## config.mk

```make
export PLATFORM = sky130hd
export DESIGN_NAME = scie_result_queue_flat
export DESIGN_NICKNAME = d
export VERILOG_FILES = /design/src/rtl/scie_result_queue_if.sv /design/src/rtl/scie_result_queue.sv /design/src/flat_wrapper.sv
export SDC_FILE = /design/constraint.sdc
export NUM_CORES = 1
export LEC_CHECK = 0
export ABC_CLOCK_PERIOD_IN_PS = 3900
export CELL_PAD_IN_SITES_DETAIL_PLACEMENT = 0
export CELL_PAD_IN_SITES_GLOBAL_PLACEMENT = 1
export CORE_UTILIZATION = 32
export CTS_BUF_LIST = sky130_fd_sc_hd__clkbuf_2 sky130_fd_sc_hd__clkbuf_4 sky130_fd_sc_hd__clkbuf_8
export DETAILED_ROUTE_END_ITERATION = 10
export PLACE_DENSITY = 0.58
export SYNTH_ARGS = -nofsm -noshare
export SYNTH_HDL_FRONTEND = slang
export SYNTH_SLANG_ARGS = --single-unit
```

## constraint.sdc

```tcl
create_clock -name clock -period 3.9 [get_ports clock]
set_clock_uncertainty 0.2 [all_clocks]
set_input_delay 0.78 -clock clock [delete_from_list [all_inputs] [get_ports clock]]
set_output_delay 0.78 -clock clock [all_outputs]
set_load 0.01 [all_outputs]
```

## src/rtl/scie_result_queue_if.sv

```systemverilog
// rtl/scie_result_queue_if.sv - issue, SCIE result and writeback signals of scie_result_queue
interface scie_result_queue_if #(
  parameter int DATA_W = 16,
  parameter int TAG_W  = 5,
  parameter int DEPTH  = 4
);
  localparam int CNT_W = $clog2(DEPTH) + 1;

  logic                     issue_valid;
  logic [31:0]              issue_insn;
  logic [TAG_W-1:0]         issue_tag;
  logic                     stall;
  logic signed [DATA_W-1:0] rd_real;
  logic signed [DATA_W-1:0] rd_imag;
  logic                     wb_valid;
  logic                     wb_ready;
  logic [TAG_W-1:0]         wb_tag;
  logic [2*DATA_W-1:0]      wb_data;
  logic [CNT_W-1:0]         occupancy;

  modport master (
    output issue_valid, issue_insn, issue_tag, rd_real, rd_imag, wb_ready,
    input  stall, wb_valid, wb_tag, wb_data, occupancy
  );

  modport slave (
    input  issue_valid, issue_insn, issue_tag, rd_real, rd_imag, wb_ready,
    output stall, wb_valid, wb_tag, wb_data, occupancy
  );
endinterface

```

## src/rtl/scie_result_queue.sv

```systemverilog
// rtl/scie_result_queue.sv - SCIE result tag pipe, capture FIFO and credit stall; SCIE_RQ_STATS_EN adds counters
module scie_result_queue #(
  parameter int DATA_W  = 16,
  parameter int DEPTH   = 4,
  parameter int LATENCY = 1,
  parameter int TAG_W   = 5
) (
  input  logic               clock,
  input  logic               reset,
  scie_result_queue_if.slave bus
`ifdef SCIE_RQ_STATS_EN
  ,
  output logic [15:0]        result_count,
  output logic [15:0]        stall_cycles
`endif
);
  localparam int PTR_W = $clog2(DEPTH);
  localparam int CNT_W = PTR_W + 1;
  localparam int SUM_W = CNT_W + 3;
  localparam int ENT_W = TAG_W + 2*DATA_W;
  localparam logic [6:0]       OP_RESULT = 7'h5B;
  localparam logic [CNT_W-1:0] FULL      = CNT_W'(DEPTH);
  localparam logic [CNT_W-1:0] ONE       = CNT_W'(1);

  logic [LATENCY-1:0] pipe_valid;
  logic [TAG_W-1:0]   pipe_tag [LATENCY];
  logic [ENT_W-1:0]   mem [DEPTH];
  logic [PTR_W-1:0]   wr_ptr;
  logic [PTR_W-1:0]   rd_ptr;
  logic [PTR_W-1:0]   rd_ptr_next;
  logic [CNT_W-1:0]   count;
  logic [CNT_W-1:0]   count_next;
  logic [SUM_W-1:0]   in_flight;
  logic [ENT_W-1:0]   push_entry;
  logic [ENT_W-1:0]   head_next;
  logic               accept;
  logic               alloc;
  logic               push;
  logic               pop;
  logic               unused_insn;

  assign unused_insn = ^bus.issue_insn[31:7];

  always_comb begin
    in_flight = '0;
    for (int i = 0; i < LATENCY; i++) begin
      in_flight = in_flight + SUM_W'(pipe_valid[i]);
    end
  end

  // Every in-flight result already owns a slot, so a capture can never meet a full FIFO.
  assign bus.stall     = (SUM_W'(count) + in_flight) >= SUM_W'(DEPTH);
  assign accept        = bus.issue_valid && !bus.stall;
  assign alloc         = accept && (bus.issue_insn[6:0] == OP_RESULT);
  assign push          = pipe_valid[LATENCY-1];
  assign pop           = bus.wb_valid && bus.wb_ready;
  assign push_entry    = {pipe_tag[LATENCY-1], bus.rd_imag, bus.rd_real};
  assign count_next    = count + CNT_W'(push) - CNT_W'(pop);
  assign rd_ptr_next   = rd_ptr + PTR_W'(pop);
  assign bus.wb_valid  = (count != '0);
  assign bus.occupancy = count;

  // The new head comes straight from the capture when that entry is not yet in memory.
  always_comb begin
    head_next = '0;
    if (count_next != '0) begin
      if (push && ((count == '0) || ((count == ONE) && pop))) begin
        head_next = push_entry;
      end else begin
        head_next = mem[rd_ptr_next];
      end
    end
  end

  always_ff @(posedge clock) begin
    if (push) begin
      mem[wr_ptr] <= push_entry;
    end
  end

  always_ff @(posedge clock or negedge reset) begin
    if (!reset) begin
      pipe_valid  <= '0;
      for (int i = 0; i < LATENCY; i++) begin
        pipe_tag[i] <= '0;
      end
      wr_ptr      <= '0;
      rd_ptr      <= '0;
      count       <= '0;
      bus.wb_tag  <= '0;
      bus.wb_data <= '0;
    end else begin
      pipe_valid[0] <= alloc;
      pipe_tag[0]   <= bus.issue_tag;
      for (int i = 1; i < LATENCY; i++) begin
        pipe_valid[i] <= pipe_valid[i-1];
        pipe_tag[i]   <= pipe_tag[i-1];
      end
      if (push) begin
        wr_ptr <= wr_ptr + 1'b1;
      end
      rd_ptr                  <= rd_ptr_next;
      count                   <= count_next;
      {bus.wb_tag, bus.wb_data} <= head_next;
    end
  end

  assert property (@(posedge clock) disable iff (!reset) !(push && !pop && (count == FULL)));

`ifdef SCIE_RQ_STATS_EN
  always_ff @(posedge clock or negedge reset) begin
    if (!reset) begin
      result_count <= '0;
      stall_cycles <= '0;
    end else begin
      if (push && (result_count != 16'hFFFF)) begin
        result_count <= result_count + 16'd1;
      end
      if (bus.issue_valid && bus.stall && (stall_cycles != 16'hFFFF)) begin
        stall_cycles <= stall_cycles + 16'd1;
      end
    end
  end
`endif
endmodule
```

## src/flat_wrapper.sv

```systemverilog
// flat-port wrapper written by rule: the top's interface ports become plain ports
module scie_result_queue_flat 
#(
  parameter int DATA_W  = 16,
  parameter int DEPTH   = 4,
  parameter int LATENCY = 1,
  parameter int TAG_W   = 5
)
  (clock, reset, bus_issue_valid, bus_issue_insn, bus_issue_tag, bus_rd_real, bus_rd_imag, bus_wb_ready, bus_stall, bus_wb_valid, bus_wb_tag, bus_wb_data, bus_occupancy);
  scie_result_queue_if #(.DATA_W(DATA_W), .TAG_W(TAG_W), .DEPTH(DEPTH)) bus_i ();
  input  logic clock;
  input  logic reset;
  input wire logic [$bits(bus_i.issue_valid)-1:0] bus_issue_valid;
  input wire logic [$bits(bus_i.issue_insn)-1:0] bus_issue_insn;
  input wire logic [$bits(bus_i.issue_tag)-1:0] bus_issue_tag;
  input wire logic [$bits(bus_i.rd_real)-1:0] bus_rd_real;
  input wire logic [$bits(bus_i.rd_imag)-1:0] bus_rd_imag;
  input wire logic [$bits(bus_i.wb_ready)-1:0] bus_wb_ready;
  output wire logic [$bits(bus_i.stall)-1:0] bus_stall;
  output wire logic [$bits(bus_i.wb_valid)-1:0] bus_wb_valid;
  output wire logic [$bits(bus_i.wb_tag)-1:0] bus_wb_tag;
  output wire logic [$bits(bus_i.wb_data)-1:0] bus_wb_data;
  output wire logic [$bits(bus_i.occupancy)-1:0] bus_occupancy;
  assign bus_i.issue_valid = bus_issue_valid;
  assign bus_i.issue_insn = bus_issue_insn;
  assign bus_i.issue_tag = bus_issue_tag;
  assign bus_i.rd_real = bus_rd_real;
  assign bus_i.rd_imag = bus_rd_imag;
  assign bus_i.wb_ready = bus_wb_ready;
  assign bus_stall = bus_i.stall;
  assign bus_wb_valid = bus_i.wb_valid;
  assign bus_wb_tag = bus_i.wb_tag;
  assign bus_wb_data = bus_i.wb_data;
  assign bus_occupancy = bus_i.occupancy;
  scie_result_queue #(.DATA_W(DATA_W), .DEPTH(DEPTH), .LATENCY(LATENCY), .TAG_W(TAG_W)) u_core (.clock(clock), .reset(reset), .bus(bus_i));
endmodule
```

# Word level (Yosys, flattened, before mapping)
# Memory sizes are Yosys's and may differ from the RTL's.
# Index checks and enable logic that the tools add are counted.
[word_totals] ram_bits=148 reg_bits=50 output_inout_bits=42 memories=1 in_bits=73 wordCells=30
[mem_list] memory="u_core.mem" words=4 width=37 read_ports=1 rd_clocked_by_memory_dff=0 write_ports=1 line="scie_result_queue.sv:27" text="logic [ENT_W-1:0] mem [DEPTH];"
[classes] eq_ne=2 magnitude_cmp=1 n_addsub=5 n_reduce_logical=10 n_mux=4
[ops] op="two-way mux 37 bit" n=2
[ops] op="== test 7 bit, second input constant" n=1
[ops] op=">= comparator 6 x 3 -> 1 bit, second input constant" n=1
[ops] op="nonzero test 3 bit" n=2
[ops] op="logical AND 1 bit" n=5
[ops] op="adder 3 x 1 -> 4 bit" n=1
[ops] op="adder 3 x 1 -> 3 bit" n=1
[ops] op="== test 3 x 1 -> 1 bit, second input constant" n=1
[ops] op="logical NOT 3 bit" n=1
[ops] op="subtractor 3 x 1 -> 3 bit" n=1
[ops] op="adder 2 x 1 -> 2 bit" n=1
[ops] op="adder 2 x 1 -> 2 bit, second input constant" n=1
[ops] op="two-way mux 1 bit" n=2
[ops] op="logical NOT 1 bit" n=1
[ops] op="logical OR 1 bit" n=1

# Logic depth before layout (Yosys ltp)
# Gate-level depths: netlist of the first run.
[logic_depth] ltp_word=7 ltp_mapped=9 ltp_nobuf=8

# Least setup slack after synthesis of the first run
# Ideal clock, no wire load.
[synth_path] kind="input port to flip-flop" start="in bus_wb_ready" end="reg u_core.bus.wb_data[10]" path_buffers=1 path_stages=9 path_slack_ps=830 arrival_ps=2749 required_ps=3579 setup_time_ps=121 path_cell_list="inv_1 > or3_1 > nand2_1 > ha_1 > fa_1 > nor2_1 > a32oi_2 > clkbuf_1 > a22o_2"
[synth_via] word_cells_on_any_way=10 cone_classes="2 x add/sub; 2 x mux; 5 x reduce/logical; 1 x memory"
[synth_rtl] item="start: declaration" line="flat_wrapper.sv:18" text="input wire logic [$bits(bus_i.wb_ready)-1:0] bus_wb_ready;"
[synth_rtl] item="logical AND 1 bit" line="scie_result_queue.sv:56" text="assign pop = bus.wb_valid && bus.wb_ready;"
[synth_rtl] item="subtractor 3 x 1 -> 3 bit" line="scie_result_queue.sv:58" text="assign count_next = count + CNT_W'(push) - CNT_W'(pop);"
[synth_rtl] item="named net u_core.count_next[1]" line="scie_result_queue.sv:32" text="logic [CNT_W-1:0] count_next;"
[synth_rtl] item="nonzero test 3 bit" line="scie_result_queue.sv:66" text="if (count_next != '0) begin"
[synth_rtl] item="two-way mux 37 bit" line="scie_result_queue.sv:66"
[synth_rtl] item="named net u_core.head_next[10]" line="scie_result_queue.sv:35" text="logic [ENT_W-1:0] head_next;"
[synth_rtl] item="end signal: assignment" line="scie_result_queue.sv:104" text="{bus.wb_tag, bus.wb_data} <= head_next;"
[synth_rtl] item="end: declaration" line="scie_result_queue_if.sv:28" text="output stall, wb_valid, wb_tag, wb_data, occupancy"
# The timed path passes the listed nets, and every way through them passes these cells.
# A chain may end at the register's enable or synchronous reset.

# Worst setup path in the final report of the first run
[layout_path] start="in bus_wb_ready" end="reg u_core.bus.wb_data[29]"
# Same word-level chain as after synthesis.

==> flow_summary_export.csv, run 1 <==
group,metric,value,unit
sta,setup_tns,0,ps
logic_synthesis,syn_inst,325,
place,place.gp.congestion,0.653,
clock_network,cts_sinks,198,
clock_network,ctsHtreeMaxLevel,4,
finish,final_nets,507,
route,vias_per_cell,4.90,
setup_path,crit_type,"in -> reg",
setup_path,crit_path_start_kind,"input pin",
logic_synthesis,syn_area,7320,sq um
place,place_area,8610,sq um
clock_network,cts_root_buffer,"clkbuf_8",
setup_path,worstPathArrival,3490,ps
grt,grt_max_degree,38,
sta,worst_pin_slew,1120,ps
sta,final.min_clock_period,3350,ps
run_status,status,"complete, no violations",
setup_path,worstPathMaxFanout,37,
pwr,power.leakage,3.16,nW
floorplanning,dieWidth,153,um
logic_synthesis,ys_seq_elements,198,
clock_network,holdBufCountCts,0,
grt,grt_pass1_wl,22.7,mm
grt,antenna_found_initial,1,
logic_synthesis,synth_area_per_cell,22.5,sq um
logic_synthesis,synth_nets,406,
place,io_buffers,89,
route,postRouteAntennaNets,0,
pwr,powerDensity,724,nW/um^2
pwr,ir_worst_vdd,0.000350,V
finish,stdcell_area,9040,sq um
logic_synthesis,synth_compound_area_frac,0.0578,
clock_network,cts_buffer_depth,2,
logic_synthesis,muxShareOfSynthArea,0.115,
clock_network,cts_buffers,17,
flow_run,cap_violations,0,
clock_network,clk_latency,450,ps
finish,fillers,1956,
floorplanning,io_pins,115,
hold_path,holdCritPathClass,"in -> async",
route,finalWirelength,14.7,mm
setup_path,end_kind,"flip-flop",
clock_network,cts_setup_buffers,0,
logic_synthesis,yosysTopAreaCellShare,0.607,
finish,drive_gt1_frac,0.282,
sta,relSlewSlack,0.251,
logic_synthesis,synth_warnings,0,
logic_synthesis,netlist-cell-type-count,28,
grt,grt-ovfl-total,0,
logic_synthesis,synthAdderAreaFrac,0.0147,
floorplanning,die_area,23500,sq um
floorplanning,fp.dieH,153,um
logic_synthesis,yosys.area.top_type,"edfxtp_1",
route,drc,0,
setup_path,required,4030,ps
route,drt-initial-drc-count,177,
route,drtPass1Iterations,4,
sta,finalCritPeriodShare,0.860,
grt,grt_pass1_vias,3892,
clock_network,clkTransAtPathRegs,100,ps
clock_network,post_cts_resized,0,
logic_synthesis,synth_top_family_by_area,"multiplexers",
floorplanning,rows,54,
finish,antenna_cells,0,
finish,area_delta_synth_final,23.5,%
logic_synthesis,synth-xor-area-share,0.00359,
logic_synthesis,synth_top_cells_by_area,"edfxtp_1 61%, dfrtp_1 17%, mux4_2 11%, a22o_2 4.8%, ha_1 1.2%",
floorplanning,start_util,0.331,
route,vias,3520,
route,wire_per_inst,20.4,um
place,hpwl,8.17,mm
grt,gr-usage-all-layers,0.132,
sta,grt_setup_unrepaired,"no",
sta,hold_viol,0,
logic_synthesis,synth-simple-area-share,0.0152,
logic_synthesis,yosysSeqAreaShare,0.778,
finish,final_cell_mix,"148 x edfxtp_1, 88 x clkdlybuf4s50_1, 50 x dfrtp_1",
sta,max_clock_freq,0.298,GHz
floorplanning,design.core.area,22100,sq um
clock_network,cts_tree,"yes",
sta,finalSetupViolCount,0,
sta,finalMaxSlewViolations,0,
finish,final_common_cell,"edfxtp_1",
[registers in the layout (all words and copies together), names as in the netlist]
register and count:
u_core.mem 148, u_core.bus.occupancy 3, u_core.pipe_tag 5, u_core.bus.wb_tag 5, u_core.wr_ptr 2, u_core.rd_ptr 2
u_core.bus.wb_data 32, u_core.pipe_valid 1
[worst max-delay path, stage by stage]
cell and delay (ps):
clkdlybuf4s50_1 500, inv_1 90, or3_1 420, nand2_1 90
ha_1 170, fa_1 460, nor2_1 340, a221oi_4 120
buf_12 230, a22o_2 280
[cell usage after synthesis (all sizes together)]
cell / number
o21ai: 1
edfxtp: 148
mux4: 37
a32oi: 1
nor3: 1
nand4b: 2
dfrtp: 50
and4b: 1
clkbuf: 4
nand2: 2
xor2: 3
nor2: 2
or3b: 1
ha: 7
nand2b: 1
or3: 2
buf: 11
inv: 5
mux2i: 1
and2: 5
a221oi: 1
o211ai: 1
a22o: 37
fa: 1
[worst paths after layout]
kind | start | end | slack, ps | cells past startpoint
worst max register to register | u_core.bus.occupancy[1] | u_core.bus.wb_data[29] | 890 | 9
max in group asynchronous | reset | u_core.bus.wb_data[27] | 2440 | 2
worst max-delay path | bus_wb_ready | u_core.bus.wb_data[29] | 550 | 10
worst min-delay path | reset | u_core.bus.wb_data[2] | 200 | 1
min in group clock | u_core.pipe_tag[1] | u_core.mem[0][33] | 340 | 0
worst min register to register | u_core.pipe_tag[1] | u_core.mem[0][33] | 340 | 0
[routing by layer]
metal | share of wire | vias up | GRT usage
met2 | 0.51 | 88 | 0.220
met3 | 0.047 | 9 | 0.0431
met4 | 0.0064 | 2 | 0.0351
met5 | 0.00089 | - | 0
li1 | - | 1534 | -
met1 | 0.43 | 1887 | 0.163
[report_power, final]
group,leakage [nW],switching [mW],internal [mW]
registers,1.93,0.118,2.51
clock network,0.216,0.739,0.662
logic,1.01,1.06,1.45
total,3.16,1.92,4.63
[through the flow]
stage               power [mW]  setup WS (ps)   util  hold slack (ps)  instances
finish                    6.55            545  0.409              196        719
global route              6.88            491  0.409              224        719
CTS                       6.66            566  0.409              206        719
detailed placement        5.24           67.4  0.390              327        687
global placement          5.24            159  0.390              306        687
floorplan                 4.21            830      -              276        325
[cell families after synthesis]
family	Yosys count
flip-flops	198
AO/OA/AOI/OAI	41
multiplexers	38
buffers and inverters	20
AND/OR/NAND/NOR	17
adder cells (fa/ha/maj)	8
XOR/XNOR	3
[area by class of cell]
cell class	instances	area, sq um	share of cell area
Sequential cell	198	5700	0.630
Multi-Input combinational cell	107	1560	0.172
Timing Repair Buffer	97	983	0.109
Tap cell	280	350	0.0388
Clock buffer	18	241	0.0267
Clock inverter	14	190	0.0210
Inverter	5	18.8	0.00208
Power figures use the tool's default switching activity.
==> run 2, diff against run 1 <==
ABC_CLOCK_PERIOD_IN_PS = 2800   (was 3900)
GPL_TIMING_DRIVEN = 0   (was unset)
PLACE_DENSITY = 0.61   (was 0.58)
clock period = 2.8 ns   (was 3.9 ns; I/O delays follow)
==> run 2 against run 1 <==
The run now ends with setup timing left. Sequential share of layout area is 2.8 points lower. Critical path depth is the same. Sequential power increased by 39%. First-iteration DRC count increased by 14%. Die area unchanged. Clock power rose by 29%.
==> flow_summary_export.csv, run 2 (synthesized netlist as in run 1, its figures left out) <==
group,metric,value,unit
place,place.gp.congestion,0.717,
finish,stdcell_area,9470,sq um
clock_network,cts_root_buffer,"clkbuf_8",
clock_network,cts_sinks,198,
place,place_area,8700,sq um
grt,grt_max_degree,35,
finish,largest-register,"u_core.mem",
setup_path,required,2950,ps
run_status,violations,"setup timing",
finish,area_delta_synth_final,29.4,%
route,drt-initial-drc-count,201,
route,wire_per_inst,19.7,um
route,finalWirelength,14.7,mm
finish,drive_gt1_frac,0.345,
sta,finalCritPeriodShare,1.01,
floorplanning,rows,54,
floorplanning,fp.dieH,153,um
grt,grt_pass1_vias,3963,
setup_path,end_kind,"flip-flop",
place,hpwl,8.99,mm
sta,finalMaxSlewViolations,0,
sta,worst_pin_slew,534,ps
clock_network,clk_latency,460,ps
finish,register_area,5700,sq um
route,postRouteAntennaNets,0,
floorplanning,start_util,0.331,
floorplanning,design.core.area,22100,sq um
run_status,status,"finished, violations left",
sta,final.min_clock_period,2830,ps
finish,fillers,1897,
clock_network,ctsHtreeMaxLevel,4,
sta,max_clock_freq,0.354,GHz
route,drtPass1Iterations,4,
grt,antenna_found_initial,1,
hold_path,holdCritPathClass,"in -> reg",
route,drc,0,
pwr,ir_worst_vdd,0.000387,V
sta,hold_viol,0,
finish,largest_reg_flops,148,
floorplanning,io_pins,115,
route,vias_per_cell,4.81,
setup_path,crit_path_start_kind,"flip-flop",
finish,final_cell_mix,"148 x edfxtp_1, 86 x clkdlybuf4s50_1, 47 x dfrtp_1",
grt,gr-usage-all-layers,0.132,
route,vias,3591,
pwr,power.leakage,3.35,nW
setup_path,worstPathArrival,2970,ps
place,io_buffers,89,
grt,grt-ovfl-total,0,
floorplanning,die_area,23500,sq um
flow_run,cap_violations,0,
floorplanning,dieWidth,153,um
grt,grt_pass1_wl,22.7,mm
finish,final_common_cell,"edfxtp_1",
clock_network,clkTransAtPathRegs,100,ps
finish,reg_top3,"u_core.mem x148, u_core.bus.wb_data x32",
setup_path,crit_type,"reg -> reg",
clock_network,cts_buffer_depth,2,
clock_network,cts_tree,"yes",
finish,instances_no_fill,747,
setup_path,worstPathMaxFanout,10,
place,dp.cells,699,
clock_network,cts_buffers,17,
sta,worst_slack,-27.6,ps
finish,multi_input_area,1650,sq um
sta,finalSetupViolCount,33,
pwr,powerDensity,1010,nW/um^2
sta,hold_ws,327,ps
sta,grt_setup_unrepaired,"yes",
finish,final_nets,534,
sta,relSlewSlack,0.644,
sta,setup_tns,-498,ps
## run 2: changes by cell type in the layout (fill, tap and decap cells not counted), moves of 3 or more
cell,before,now
a22o_4,0,8
clkbuf_4,1,4
dfrtp_1,50,47
buf_6,0,4
a22o_2,35,27
dfrtp_2,0,3
clkinv_4,5,1
buf_12,3,14
clkinv_2,0,3
buf_4,5,11
## run 2: power breakdown
group	internal (mW)	switching (mW)	leakage (nW)	total, mW
registers	3.51	0.138	1.93	3.65
clock network	0.849	0.951	0.197	1.80
logic	2.49	1.67	1.22	4.17
## run 2: path summary, 6_finish.rpt
path                                          from                 endpoint  slack, ps  cells past startpoint
setup / recovery           u_core.bus.occupancy[0]   u_core.bus.wb_data[22]        -30                     10
hold / removal                    bus_issue_tag[0]       u_core.pipe_tag[0]        330                      1
setup reg to reg           u_core.bus.occupancy[0]   u_core.bus.wb_data[22]        -30                     10
hold reg to reg                 u_core.pipe_tag[1]        u_core.mem[3][33]        350                      0
max in group asynchronous                    reset  u_core.bus.occupancy[1]       1440                      3
min in group asynchronous                    reset    u_core.bus.wb_data[1]        380                      2
## run 2: final cells by class
class                   count  area share
clock inverters            11      0.0131
inverters                   5     0.00198
well taps                 280      0.0370
multi-input cells         107       0.174
repair buffers            109       0.121
clock buffers              21      0.0285
diodes                      1    0.000264
plain buffers              15      0.0225
flip-flops and latches    198       0.602
## run 2: worst max-delay path, stage by stage, from the launching register on
cell and delay, ps:
dfrtp_2 440, buf_6 130, or3_4 400, nand2_4 80
ha_4 130, fa_2 470, nor2_4 200, a221oi_4 90
buf_12 170, buf_12 140, a22o_2 260
## run 2: layer usage
layer	up-vias	track usage	wire (um)
li1	1593	-	-
met5	-	0	0
met3	15	0.0425	694
met1	1901	0.169	6460
met4	0	0.0332	145
met2	82	0.217	7410
## run 2: what timing repair did
action | CTS | global route
endpoints found under the setup margin | 38 | 36
hold endpoints to repair | 16 | 0
resized for setup | 28 | 23
gates cloned | 0 | 1
pin swaps | 5 | 5
hold buffers | 1 | 0
buffers inserted | 8 | 6
## run 2: per-stage QoR
step	util	setup WS, ps	total power, mW
floorplan	-	8.40	5.97
global placement	0.389	-1070	7.23
detailed placement	0.394	-1080	7.26
CTS	0.420	-23.8	9.43
global route	0.429	-82.6	10.1
finish	0.429	-27.6	9.61
==> run 3, diff against run 2 <==
CTS_BUF_LIST = unset   (was sky130_fd_sc_hd__clkbuf_2 sky130_fd_sc_hd__clkbuf_4 sky130_fd_sc_hd__clkbuf_8)
==> run 3 against run 2 <==
The run now ends clean. Clock-buffer cell count did not move. Die area stayed put. Worst hold slack better by 11 ps. Register-to-register slack gained 40 ps. Critical path depth is 1 lower. Sequential power hardly changed. Via count increased by 1.1%. Final cell count rose by 1.3%. Utilization grew 1.1 points. Wire length increased by 2.9%. Worst setup slack gained 39 ps. Flip-flop and latch count did not move.
==> flow_summary_export.csv, run 3 (synthesized netlist as in run 1, its figures left out) <==
group,metric,value,unit
floorplanning,rows,54,
clock_network,cts_sinks,198,
sta,hold_viol,0,
floorplanning,io_pins,115,
finish,final_cell_mix,"148 x edfxtp_1, 86 x clkdlybuf4s50_1, 47 x dfrtp_1",
setup_path,end_kind,"flip-flop",
setup_path,crit_type,"reg -> reg",
hold_path,holdCritPathClass,"reg -> reg",
floorplanning,start_util,0.331,
sta,worst_slack,11.6,ps
setup_path,crit_chain,"or3_4 -> nand2_1 -> ha_2 -> fa_2 -> nor2_4 -> buf_4 -> a32oi_4 -> clkbuf_8 -> a22o_2",
setup_path,crit_path_start_kind,"flip-flop",
setup_path,worstPathMaxFanout,7,
finish,largest_reg_flops,148,
route,vias_per_cell,4.80,
pwr,fin_total_pwr,10.4,mW
grt,grt_pass1_wl,23.2,mm
clock_network,cts_buffers,17,
route,drc,0,
floorplanning,design.core.area,22100,sq um
sta,max_clock_freq,0.359,GHz
flow_run,cap_violations,0,
place,io_buffers,89,
route,drt-initial-drc-count,207,
setup_path,slowest_stage,"fa_2",
place,hpwl,8.99,mm
floorplanning,die_area,23500,sq um
sta,finalMaxSlewViolations,0,
finish,final_nets,544,
floorplanning,dieWidth,153,um
finish,final_common_cell,"edfxtp_1",
pwr,powerDensity,1070,nW/um^2
route,vias,3630,
grt,grt_pass1_vias,4019,
finish,stdcell_area,9700,sq um
grt,gr-usage-all-layers,0.135,
route,drtPass1Iterations,4,
pwr,ir_worst_vdd,0.000593,V
place,place_area,8700,sq um
setup_path,cp_slowest_stage_delay,470,ps
setup_path,worstPathArrival,2900,ps
place,place.gp.congestion,0.717,
place,dp_slack,-1080,ps
setup_path,worstPathBufferInverterCount,2,
grt,grt-ovfl-total,0,
clock_network,cts_buffer_depth,2,
setup_path,critical_path.top_delay_family,"simple AND/OR/NAND/NOR gates",
finish,reg_top3,"u_core.mem x148, u_core.bus.wb_data x32",
finish,area_delta_synth_final,32.6,%
finish,fin_util,0.439,
finish,drive_gt1_frac,0.353,
sta,final.min_clock_period,2790,ps
clock_network,clkTransAtPathRegs,70,ps
grt,antenna_found_initial,1,
sta,grt_setup_unrepaired,"yes",
floorplanning,fp.dieH,153,um
sta,setup_tns,0,ps
setup_path,r2r_slack,10,ps
route,finalWirelength,15.1,mm
sta,relSlewSlack,0.642,
clock_network,cts_tree,"yes",
grt,grt_max_degree,35,
sta,worst_pin_slew,537,ps
route,wire_per_inst,20.0,um
sta,finalSetupViolCount,0,
clock_network,ctsHtreeMaxLevel,4,
sta,finalCritPeriodShare,0.996,
setup_path,required,2910,ps
route,postRouteAntennaNets,0,
pwr,power.leakage,3.47,nW
run_status,status,"complete, no violations",
clock_network,cts_root_buffer,"clkbuf_16",
clock_network,clk_latency,420,ps
finish,largest-register,"u_core.mem",
-- run 3: cell types whose count changed in the layout (fill, tap and decap cells not counted), moves of 2 or more --
cell,before,now
clkbuf_2,2,0
a22o_2,27,35
clkbuf_16,1,20
buf_12,14,11
buf_4,11,17
a22o_4,8,0
buf_6,4,7
clkbuf_4,4,1
clkbuf_8,19,4
clkbuf_1,0,3
-- run 3: area by class of cell --
cell class / count / area, sq um
Fill cell: 1870 / 12400
Tap cell: 280 / 350
Antenna cell: 1 / 2.50
Multi-Input combinational cell: 108 / 1610
Clock buffer: 21 / 450
Clock inverter: 11 / 124
Buffer: 15 / 199
Timing Repair Buffer: 118 / 1250
Inverter: 5 / 18.8
Sequential cell: 198 / 5700
-- run 3: worst paths after layout --
check,startpoint,end,cells after the start
setup reg to reg,u_core.bus.occupancy[0],u_core.bus.wb_data[15],9
max in group asynchronous,reset,u_core.bus.occupancy[1],3
min in group asynchronous,reset,u_core.bus.wb_tag[0],2
hold / removal,u_core.pipe_tag[3],u_core.mem[3][35],0
setup / recovery,u_core.bus.occupancy[0],u_core.bus.wb_data[15],9
hold reg to reg,u_core.pipe_tag[3],u_core.mem[3][35],0
-- run 3: routing by layer --
metal,track usage,vias to the layer above,share of wire
met5,0,-,0
met4,0.0303,0,0.0061
met3,0.0397,11,0.043
met2,0.224,79,0.51
met1,0.174,1924,0.44
li1,-,1616,-
-- run 3: power breakdown --
part / leakage [nW] / internal [mW] / switching, mW
logic: 1.26 / 2.63 / 1.74
registers: 1.93 / 3.51 / 0.142
clock network: 0.274 / 1.34 / 1.03
-- run 3: metrics by stage --
step,hold slack [ps],std cells
floorplan,64.4,325
global placement,297,694
detailed placement,319,699
CTS,340,745
global route,352,756
finish,339,757
-- run 3: repair_timing --
item | 4_1_cts | 5_1_grt
pin swaps | 4 | 5
setup buffers | 10 | 8
gates resized for setup | 37 | 6
hold endpoints to repair | 16 | 0
setup endpoints to repair | 38 | 36
cloned | 3 | 3
hold buffers | 1 | 0
